$ cat config.mk
export PLATFORM = sky130hd
export DESIGN_NAME = mem_req_controller
export DESIGN_NICKNAME = d
export VERILOG_FILES = /design/src/rtl/mem_req_pkg.sv /design/src/rtl/req_fifo.sv /design/src/rtl/mem_req_controller.sv
export SDC_FILE = /design/constraint.sdc
export NUM_CORES = 1
export LEC_CHECK = 0
export ABC_AREA = 1
export CORE_UTILIZATION = 48
export CTS_CLUSTER_SIZE = 40
export DETAILED_ROUTE_END_ITERATION = 12
export GPL_TIMING_DRIVEN = 0
export PLACE_DENSITY_LB_ADDON = 0.08
export SYNTH_ARGS = -nofsm -noshare
export SYNTH_HDL_FRONTEND = slang
export SYNTH_SLANG_ARGS = --single-unit
$ cat constraint.sdc
create_clock -name clk -period 3.37 [get_ports clk]
set_clock_uncertainty 0.05 [all_clocks]
set_input_delay 0.674 -clock clk [delete_from_list [all_inputs] [get_ports clk]]
set_output_delay 0.674 -clock clk [all_outputs]
set_load 0.005 [all_outputs]
$ cat src/rtl/mem_req_pkg.sv
// Shared types and defaults for the memory request front-end.
package mem_req_pkg;

  localparam int ADDR_W      = 16;
  localparam int DATA_W      = 32;
  localparam int QDEPTH_DEF  = 4;
  localparam int TIMEOUT_DEF = 64;

  typedef enum logic [1:0] {
    IDLE   = 2'd0,
    ACCESS = 2'd1,
    RESP   = 2'd2
  } state_t;

  typedef struct packed {
    logic              we;
    logic [ADDR_W-1:0] addr;
    logic [DATA_W-1:0] wdata;
  } req_t;

endpackage

$ cat src/rtl/req_fifo.sv
// Request FIFO: synchronous push/pop of req_t, asynchronous active-high reset.
// DEPTH must be a power of two so the pointers wrap on their own.
module req_fifo
  import mem_req_pkg::*;
#(
  parameter int DEPTH = QDEPTH_DEF
) (
  input  logic                     clk,
  input  logic                     reset,
  input  logic                     push,
  input  logic                     pop,
  input  req_t                     wdata,
  output req_t                     rdata,
  output logic                     full,
  output logic                     empty,
  output logic [$clog2(DEPTH):0]   count
);

  localparam int AW = $clog2(DEPTH);

  req_t            mem_q [DEPTH];
  logic [AW-1:0]   wr_q, rd_q;
  logic [AW:0]     cnt_q;

  // Storage array; contents are don't-care until written.
  always_ff @(posedge clk) begin
    if (push) mem_q[wr_q] <= wdata;
  end

  // Pointers and occupancy; push+pop together leaves the count unchanged.
  always_ff @(posedge clk or posedge reset) begin
    if (reset) begin
      wr_q  <= '0;
      rd_q  <= '0;
      cnt_q <= '0;
    end else begin
      if (push) wr_q <= wr_q + 1'b1;
      if (pop)  rd_q <= rd_q + 1'b1;
      case ({push, pop})
        2'b10:   cnt_q <= cnt_q + 1'b1;
        2'b01:   cnt_q <= cnt_q - 1'b1;
        default: cnt_q <= cnt_q;
      endcase
    end
  end

  assign rdata = mem_q[rd_q];
  assign full  = (cnt_q == (AW+1)'(DEPTH));
  assign empty = (cnt_q == '0);
  assign count = cnt_q;

endmodule

$ cat src/rtl/mem_req_controller.sv
// Memory request front-end: queues processor requests, drives the cache/memory
// hierarchy one access at a time, returns in-order responses with error flags.
// Optional hit/miss/timeout statistics are built when MEM_REQ_STATS_EN is defined.
module mem_req_controller
  import mem_req_pkg::*;
#(
  parameter int QDEPTH  = QDEPTH_DEF,
  parameter int TIMEOUT = TIMEOUT_DEF
) (
  input  logic              clk,
  input  logic              reset,
  input  logic              req_valid,
  output logic              req_ready,
  input  logic              req_we,
  input  logic [ADDR_W-1:0] req_addr,
  input  logic [DATA_W-1:0] req_wdata,
  output logic              rsp_valid,
  input  logic              rsp_ready,
  output logic [DATA_W-1:0] rsp_rdata,
  output logic              rsp_err,
  output logic              mh_read_en,
  output logic              mh_write_en,
  output logic [ADDR_W-1:0] mh_address,
  output logic [DATA_W-1:0] mh_write_data,
  input  logic [DATA_W-1:0] mh_read_data,
  input  logic              mh_hit,
  output logic [15:0]       stat_hits,
  output logic [15:0]       stat_misses,
  output logic [15:0]       stat_timeouts
);

  localparam int CW = $clog2(TIMEOUT);
  localparam logic [CW-1:0] CNT_LAST = CW'(TIMEOUT - 1);

  state_t              state_q, state_d;
  req_t                hold_q, hold_d;
  logic                mis_q, mis_d;
  logic [CW-1:0]       cnt_q, cnt_d;
  logic [DATA_W-1:0]   rdata_q, rdata_d;
  logic                err_q, err_d;

  req_t                fifo_in, fifo_out;
  logic                push, pop, full, empty;
  logic [$clog2(QDEPTH):0] fifo_cnt;
  logic                ev_hit1, ev_miss, ev_tmo;

  assign fifo_in = '{we: req_we, addr: req_addr, wdata: req_wdata};
  assign push    = req_valid && req_ready;

  req_fifo #(.DEPTH(QDEPTH)) u_fifo (
    .clk   (clk),
    .reset (reset),
    .push  (push),
    .pop   (pop),
    .wdata (fifo_in),
    .rdata (fifo_out),
    .full  (full),
    .empty (empty),
    .count (fifo_cnt)
  );

  // State, hold register, cycle counter and response registers.
  always_ff @(posedge clk or posedge reset) begin
    if (reset) begin
      state_q <= IDLE;
      hold_q  <= '0;
      mis_q   <= 1'b0;
      cnt_q   <= '0;
      rdata_q <= '0;
      err_q   <= 1'b0;
    end else begin
      state_q <= state_d;
      hold_q  <= hold_d;
      mis_q   <= mis_d;
      cnt_q   <= cnt_d;
      rdata_q <= rdata_d;
      err_q   <= err_d;
    end
  end

  // Next-state and access sequencing. A misaligned request spends its first
  // post-pop cycle in ACCESS with the enables suppressed, so its error
  // response lands at the same latency as a first-cycle hit.
  always_comb begin
    state_d = state_q;
    hold_d  = hold_q;
    mis_d   = mis_q;
    cnt_d   = cnt_q;
    rdata_d = rdata_q;
    err_d   = err_q;
    pop     = 1'b0;
    ev_hit1 = 1'b0;
    ev_miss = 1'b0;
    ev_tmo  = 1'b0;
    case (state_q)
      IDLE: begin
        if (!empty) begin
          pop     = 1'b1;
          hold_d  = fifo_out;
          mis_d   = (fifo_out.addr[1:0] != 2'b00);
          cnt_d   = '0;
          state_d = ACCESS;
        end
      end
      ACCESS: begin
        cnt_d = cnt_q + 1'b1;
        if (mis_q) begin
          rdata_d = '0;
          err_d   = 1'b1;
          state_d = RESP;
        end else if (mh_hit) begin
          rdata_d = hold_q.we ? '0 : mh_read_data;
          err_d   = 1'b0;
          state_d = RESP;
          ev_hit1 = (cnt_q == '0);
          ev_miss = (cnt_q != '0);
        end else if (cnt_q == CNT_LAST) begin
          rdata_d = '0;
          err_d   = 1'b1;
          state_d = RESP;
          ev_tmo  = 1'b1;
        end
      end
      RESP: begin
        if (rsp_ready) state_d = IDLE;
      end
      default: state_d = IDLE;
    endcase
  end

  assign req_ready     = !full;
  assign rsp_valid     = (state_q == RESP);
  assign rsp_rdata     = rdata_q;
  assign rsp_err       = err_q;
  assign mh_read_en    = (state_q == ACCESS) && !mis_q && !hold_q.we;
  assign mh_write_en   = (state_q == ACCESS) && !mis_q &&  hold_q.we;
  assign mh_address    = hold_q.addr;
  assign mh_write_data = hold_q.wdata;

  logic unused_cnt;
  assign unused_cnt = ^fifo_cnt;

`ifdef MEM_REQ_STATS_EN
  logic [15:0] hits_q, misses_q, tmos_q;

  // Saturating access statistics.
  always_ff @(posedge clk or posedge reset) begin
    if (reset) begin
      hits_q   <= '0;
      misses_q <= '0;
      tmos_q   <= '0;
    end else begin
      if (ev_hit1 && hits_q   != 16'hFFFF) hits_q   <= hits_q   + 1'b1;
      if (ev_miss && misses_q != 16'hFFFF) misses_q <= misses_q + 1'b1;
      if (ev_tmo  && tmos_q   != 16'hFFFF) tmos_q   <= tmos_q   + 1'b1;
    end
  end

  assign stat_hits     = hits_q;
  assign stat_misses   = misses_q;
  assign stat_timeouts = tmos_q;
`else
  logic unused_ev;
  assign unused_ev     = ev_hit1 ^ ev_miss ^ ev_tmo;
  assign stat_hits     = '0;
  assign stat_misses   = '0;
  assign stat_timeouts = '0;
`endif

endmodule
# == Word level (Yosys, flattened, before mapping) ==
# Memory sizes are Yosys's and may differ from the RTL's.
# Cells that the tools add are included.
# W data, S select, Z words.
# classes
addsub,5
eq_ne,9
muxes,20
n_bitwise,1
reduce_logical,17
# op_table
op,n
$mux W32,4
$pmux W6 S2,1
$mux W2,5
$mux W1,7
$add A6 B1 Y6 const B,1
$eq A6 B6 Y1 const B,1
$mux W6,1
$pmux W2 S3,1
$pmux W3 S2,1
$reduce_and A2 Y1,3
$reduce_bool A2 Y1,3
$add A2 B1 Y2 const B,2
$eq A2 B1 Y1 const B,2
$eq A2 B2 Y1 const B,2
$logic_and A1 B1 Y1,4
$ne A4 B4 Y1 const B,1
$add A3 B1 Y3 const B,1
$eq A3 B3 Y1 const B,1
$logic_not A1 Y1,3
$logic_not A3 Y1,1
$reduce_and A3 Y1,1
$reduce_bool A3 Y1,1
$sub A3 B1 Y3 const B,1
$logic_not A2 Y1,1
3 further kinds,3
# word_totals
reg_bits,98
ramBits,196
inputBits,86
output_inout_bits,133
word_cells,64
mem_count,1
# memory_table
memory,words,width,rd,rd_ports_with_merged_regs,wr,line_no,rtl
u_fifo.mem_q,4,49,1,0,1,req_fifo.sv:21,req_t mem_q [DEPTH];

# == Longest topological paths before layout ==
# logic_depth
ltp_word,5
mapped_depth,10
mapped_depth_nobuf,9

# == Hierarchy ==
# Synthesis repeated with hierarchy kept, for this count alone.
# unflattened
hier_cells,1201
area_unflattened_um2,12985.0
# by_module_without_submodules
module,n_inst,cells_per_inst,area_per_inst_um2,seq_area_each_um2
req_fifo,1,622,8361.8,6060.8
mem_req_controller,1,579,4623.2,2277.2

# == Worst setup path before layout ==
# OpenSTA, ideal clock, no wires.
# synth_path
kind,input port to flip-flop
from,input req_valid
to,memory u_fifo.mem_q[0][0] in the netlist's numbering (enable)
setup_ns,0.456
arrival_time_ns,2.912
required_ns,2.864
path_slack_ns,-0.048
path_stages,2
path_buffers,0
cell_sequence,nand2_1 nor2_1
# synth_via
elab_chain_len,3
# synth_rtl
item,line_no,rtl
"start, declared",mem_req_controller.sv:12,"input logic req_valid,"
$logic_and A1 B1 Y1,mem_req_controller.sv:48,assign push = req_valid && req_ready;
$mux W1,req_fifo.sv:27,if (push) mem_q[wr_q] <= wdata;
$mux W1 (not written as such),req_fifo.sv:27,
"end, declared",req_fifo.sv:21,
# No other way between the ends.

# == Worst setup path after layout ==
# layout_path
from,register state_q[0]
to,output mh_read_en
# layout_via
elab_chain_len,3
# layout_rtl
item,line_no,rtl
"start, declared",mem_req_controller.sv:35,"state_t state_q, state_d;"
"start signal, assigned",mem_req_controller.sv:72,state_q <= state_d;
$eq A2 B1 Y1,mem_req_controller.sv:135,assign mh_read_en = (state_q == ACCESS) && !mis_q && !hold_q.we;
$logic_and A1 B1 Y1 (2 in a row),mem_req_controller.sv:135,
"end, declared",mem_req_controller.sv:21,"output logic mh_read_en,"
# No other way between the ends.

==> impl_summary.txt <==
----------------------------------------------------
[Run status]
  Result of the run ... finished, final reports clean

[Critical path]
  Kind of capture point of the worst setup path ... output port
  Data required time at the worst endpoint ... 2650 ps
  Arrival time worst endpoint ... 2200 ps
  Worst-path fanout max ... 10
  R2r worst-path depth ... 10
  Kind of start point of the critical path ... flip-flop
  Setup Crit Path Kind ... reg2out

[Layout]
  Final-stage net count ... 1552
  Area growth syn-to-layout ... 28.12%
  Non-filler cells in the finished layout ... 1814
  Most frequent standard cell in the layout excluding fill and tap cells ... sky130_fd_sc_hd__nand2_1
  Post-layout util ... 63.18%
  Fill cell instance count of the final layout ... 2082
  Post-route cell area ... 0.01600 mm2
  Share of final-layout standard cells stronger than drive strength 1 ... 12.54%
  Commonest cells after routing, fill and taps aside ... 294 x sky130_fd_sc_hd__nand2_1, 233 x sky130_fd_sc_hd__nor2_1, 196 x sky130_fd_sc_hd__edfxtp_1

[Pwr]
  Overall power after layout ... 14.24 mW
  Peak ir drop on the vdd network ... 0.5592 mV
  Leakage power of the design ... 6.964 nW
  Power per unit of standard cell area ... 889.8 mW/mm2

[GRT]
  Wire length of the first global-routing pass ... 42470 um
  Number of antenna violations at the first check in global routing ... 1
  Largest net degree at the start of global routing ... 61
  All-layer global routing usage ... 20.60%
  Via count of the first global-routing pass ... 7961
  Sum of overflow across all layers after global routing ... 0

[Timing]
  Relative slew margins ... 40.08%
  Least-Margin Pin Slew ... 896.7 ps
  Setup TNS Final ... 0 ps
  Unrepaired setup endpoints after global routing ... false
  Time the worst path needs with I/O delays and setup ... 2921 ps
  Final critical-path share of the clock period ... 86.66%
  Fmax achieved ... 342.4 MHz
  Setup violations, final ... 0
  Slew Viols, Final ... 0
  Post-route worst setup slack ... 449.4 ps
  Hold Vio Cnt, Final ... 0
  Worst hold slack after final layout ... 417.7 ps

[Clocking]
  Post-CTS Hold Fix Bufs ... 0
  TritonCTS clock tree ... done
  H-tree levels ... 1
  Number of buffers on the longest clock path ... 3
  Root buffer selected by CTS ... sky130_fd_sc_hd__clkbuf_16
  Buffers inserted by post-CTS timing repair ... 0
  Number of CTS-inserted buffers ... 30
  Count of cells resized by post-cts repair ... 0
  Clock slew at reported path FFs ... 60 ps
  # clock sinks ... 294
  Worst skew pair latency ... 550 ps

[Floorplan]
  Core outline area ... 0.02533 mm2
  Width of the chip ... 163.3 um
  FP Rows ... 58
  Initial standard-cell utilization of the core ... 49.31%
  Count of pins on the block boundary ... 219
  Floorplan die area ... 0.02667 mm2
  Die outline height ... 163.3 um

[Run]
  # Max-Cap Violations ... 0

[Yosys]
  Syn_area_per_cell ... 10.38 um2
  Number of instances in the synthesized netlist ... 1203
  Post-synthesis sequential area ratio ... 66.76%
  Total number of yosys warnings ... 0
  Distinct cell type count of the synthesized netlist ... 28
  Post-Synthesis Cell Area ... 0.01249 mm2
  Seq cells post-synth ... 294

[Route]
  Detailed-routed wire length on met3 ... 2009 um
  DRC ... 0
  Routed vias ... 8500
  Length of routed met2 wiring ... 12780 um
  Drt total wl ... 27290 um
  Drt via density ... 4.686
  Detailed-route wire length per cell ... 15.04 um
  Initial DRC Count ... 657
  Pre-Repair DR Iteration Count ... 5
  Post-detailed-route count of antenna-violating nets ... 0
  Highest metal layer with signal wires ... met5
  Metal-1 WL ... 12060 um

[Min path]
  Worst hold path class ... reg2reg
  Worst hold path stage count ... 2

[Placement]
  Gp weighted congestion ... 0.8036
  DP Cell Count ... 1757
  Estimated wirelength of the detail-placed design ... 17780 um
  Placement Cell Area ... 0.01497 mm2
  Worst slack at placement ... 424.2 ps
  Number of I/O port buffers ... 170

----------------------------------------------------
-- cell usage after synthesis --
master	number	share of area, %
sky130_fd_sc_hd__edfxtp_1	196	47
sky130_fd_sc_hd__nand3_1	43	1.7
sky130_fd_sc_hd__nand4_1	1	0.050
sky130_fd_sc_hd__inv_2	2	0.060
sky130_fd_sc_hd__xor2_1	2	0.14
sky130_fd_sc_hd__o21ai_4	1	0.13
sky130_fd_sc_hd__conb_1	1	0.030
sky130_fd_sc_hd__xnor2_1	1	0.070
sky130_fd_sc_hd__nand2_1	294	8.8
sky130_fd_sc_hd__nand3_2	1	0.080
sky130_fd_sc_hd__a21oi_1	4	0.16
sky130_fd_sc_hd__fa_1	1	0.16
sky130_fd_sc_hd__inv_1	57	1.7
sky130_fd_sc_hd__o31ai_1	1	0.060
sky130_fd_sc_hd__dfrtp_1	98	20
sky130_fd_sc_hd__nor2_1	237	7.1
sky130_fd_sc_hd__nand2_4	1	0.090
sky130_fd_sc_hd__buf_2	18	0.72
sky130_fd_sc_hd__ha_1	6	0.60
sky130_fd_sc_hd__o21ai_0	86	3.4
sky130_fd_sc_hd__mux2_2	1	0.090
sky130_fd_sc_hd__buf_6	3	0.27
sky130_fd_sc_hd__buf_4	102	6.1
sky130_fd_sc_hd__clkbuf_1	29	0.87
sky130_fd_sc_hd__clkinv_1	1	0.030
sky130_fd_sc_hd__o21ai_1	14	0.56
sky130_fd_sc_hd__nor2_2	1	0.050
sky130_fd_sc_hd__nor3_1	1	0.040
-- registers in the layout, summed over array words and instances, names as in the netlist --
signal and cells:
cnt_q 6, hold_q 1, mh_address 16, mh_write_data 32, mis_q 1, rsp_err 1, rsp_rdata 32, state_q 2
u_fifo.count 3, u_fifo.mem_q 196, u_fifo.rd_q 2, u_fifo.wr_q 2
-- layout make-up --
class | count | area [um2] | area share (%)
clock buffers | 45 | 868.3 | 5.427
well taps | 330 | 412.9 | 2.580
repair buffers | 177 | 1857 | 11.60
multi-input cells | 744 | 3134 | 19.59
plain buffers | 152 | 998.5 | 6.240
flip-flops and latches | 294 | 8338 | 52.11
inverters | 60 | 227.7 | 1.423
diodes | 1 | 2.502 | 0.01564
clock inverters | 11 | 162.7 | 1.016
-- cell families (layout without fill, tap and decap cells) --
family          count (synthesis)  after routing  synth area share, %
other cells                     1             49              0.03003
xor+xnor                        3              3               0.2104
buf+inv                       212            445                9.798
mux                             1              1              0.09016
compound gates                106            106                4.358
fa+ha+maj                       7              7               0.7614
flops                         294            294                66.76
simple gates                  579            579                17.99
-- final timing paths --
path	from	end	slack (ps)
setup / recovery	state_q[0]	mh_read_en	450
hold reg to reg	rsp_rdata[20]	rsp_rdata[20]	420
max in group asynchronous	reset	cnt_q[0]	2070
setup reg to reg	u_fifo.count[0]	u_fifo.count[2]	620
hold / removal	rsp_rdata[20]	rsp_rdata[20]	420
min in group asynchronous	reset	mh_write_data[27]	510
-- layer usage --
| metal | global-route usage [%] | up-vias |
|---|---|---|
| met5 | 0 | - |
| met4 | 4.843 | 2 |
| met3 | 3.403 | 37 |
| met2 | 34.57 | 277 |
| met1 | 27.98 | 3908 |
| li1 | - | 4276 |
-- power breakdown --
group	leakage [nW]	internal [mW]	switching, mW
registers	3.05	4.92	0.394
logic	3.42	2.39	3.12
clock network	0.498	2.08	1.33
-- critical path, stage by stage (launching register included) --
cell and delay [ps]:
sky130_fd_sc_hd__dfrtp_1 390, sky130_fd_sc_hd__inv_1 60, sky130_fd_sc_hd__nor2_2 230, sky130_fd_sc_hd__buf_4 230
sky130_fd_sc_hd__nand2_1 80, sky130_fd_sc_hd__nor2_1 100, sky130_fd_sc_hd__clkdlybuf4s50_1 550
Power figures use the tool's default switching activity.
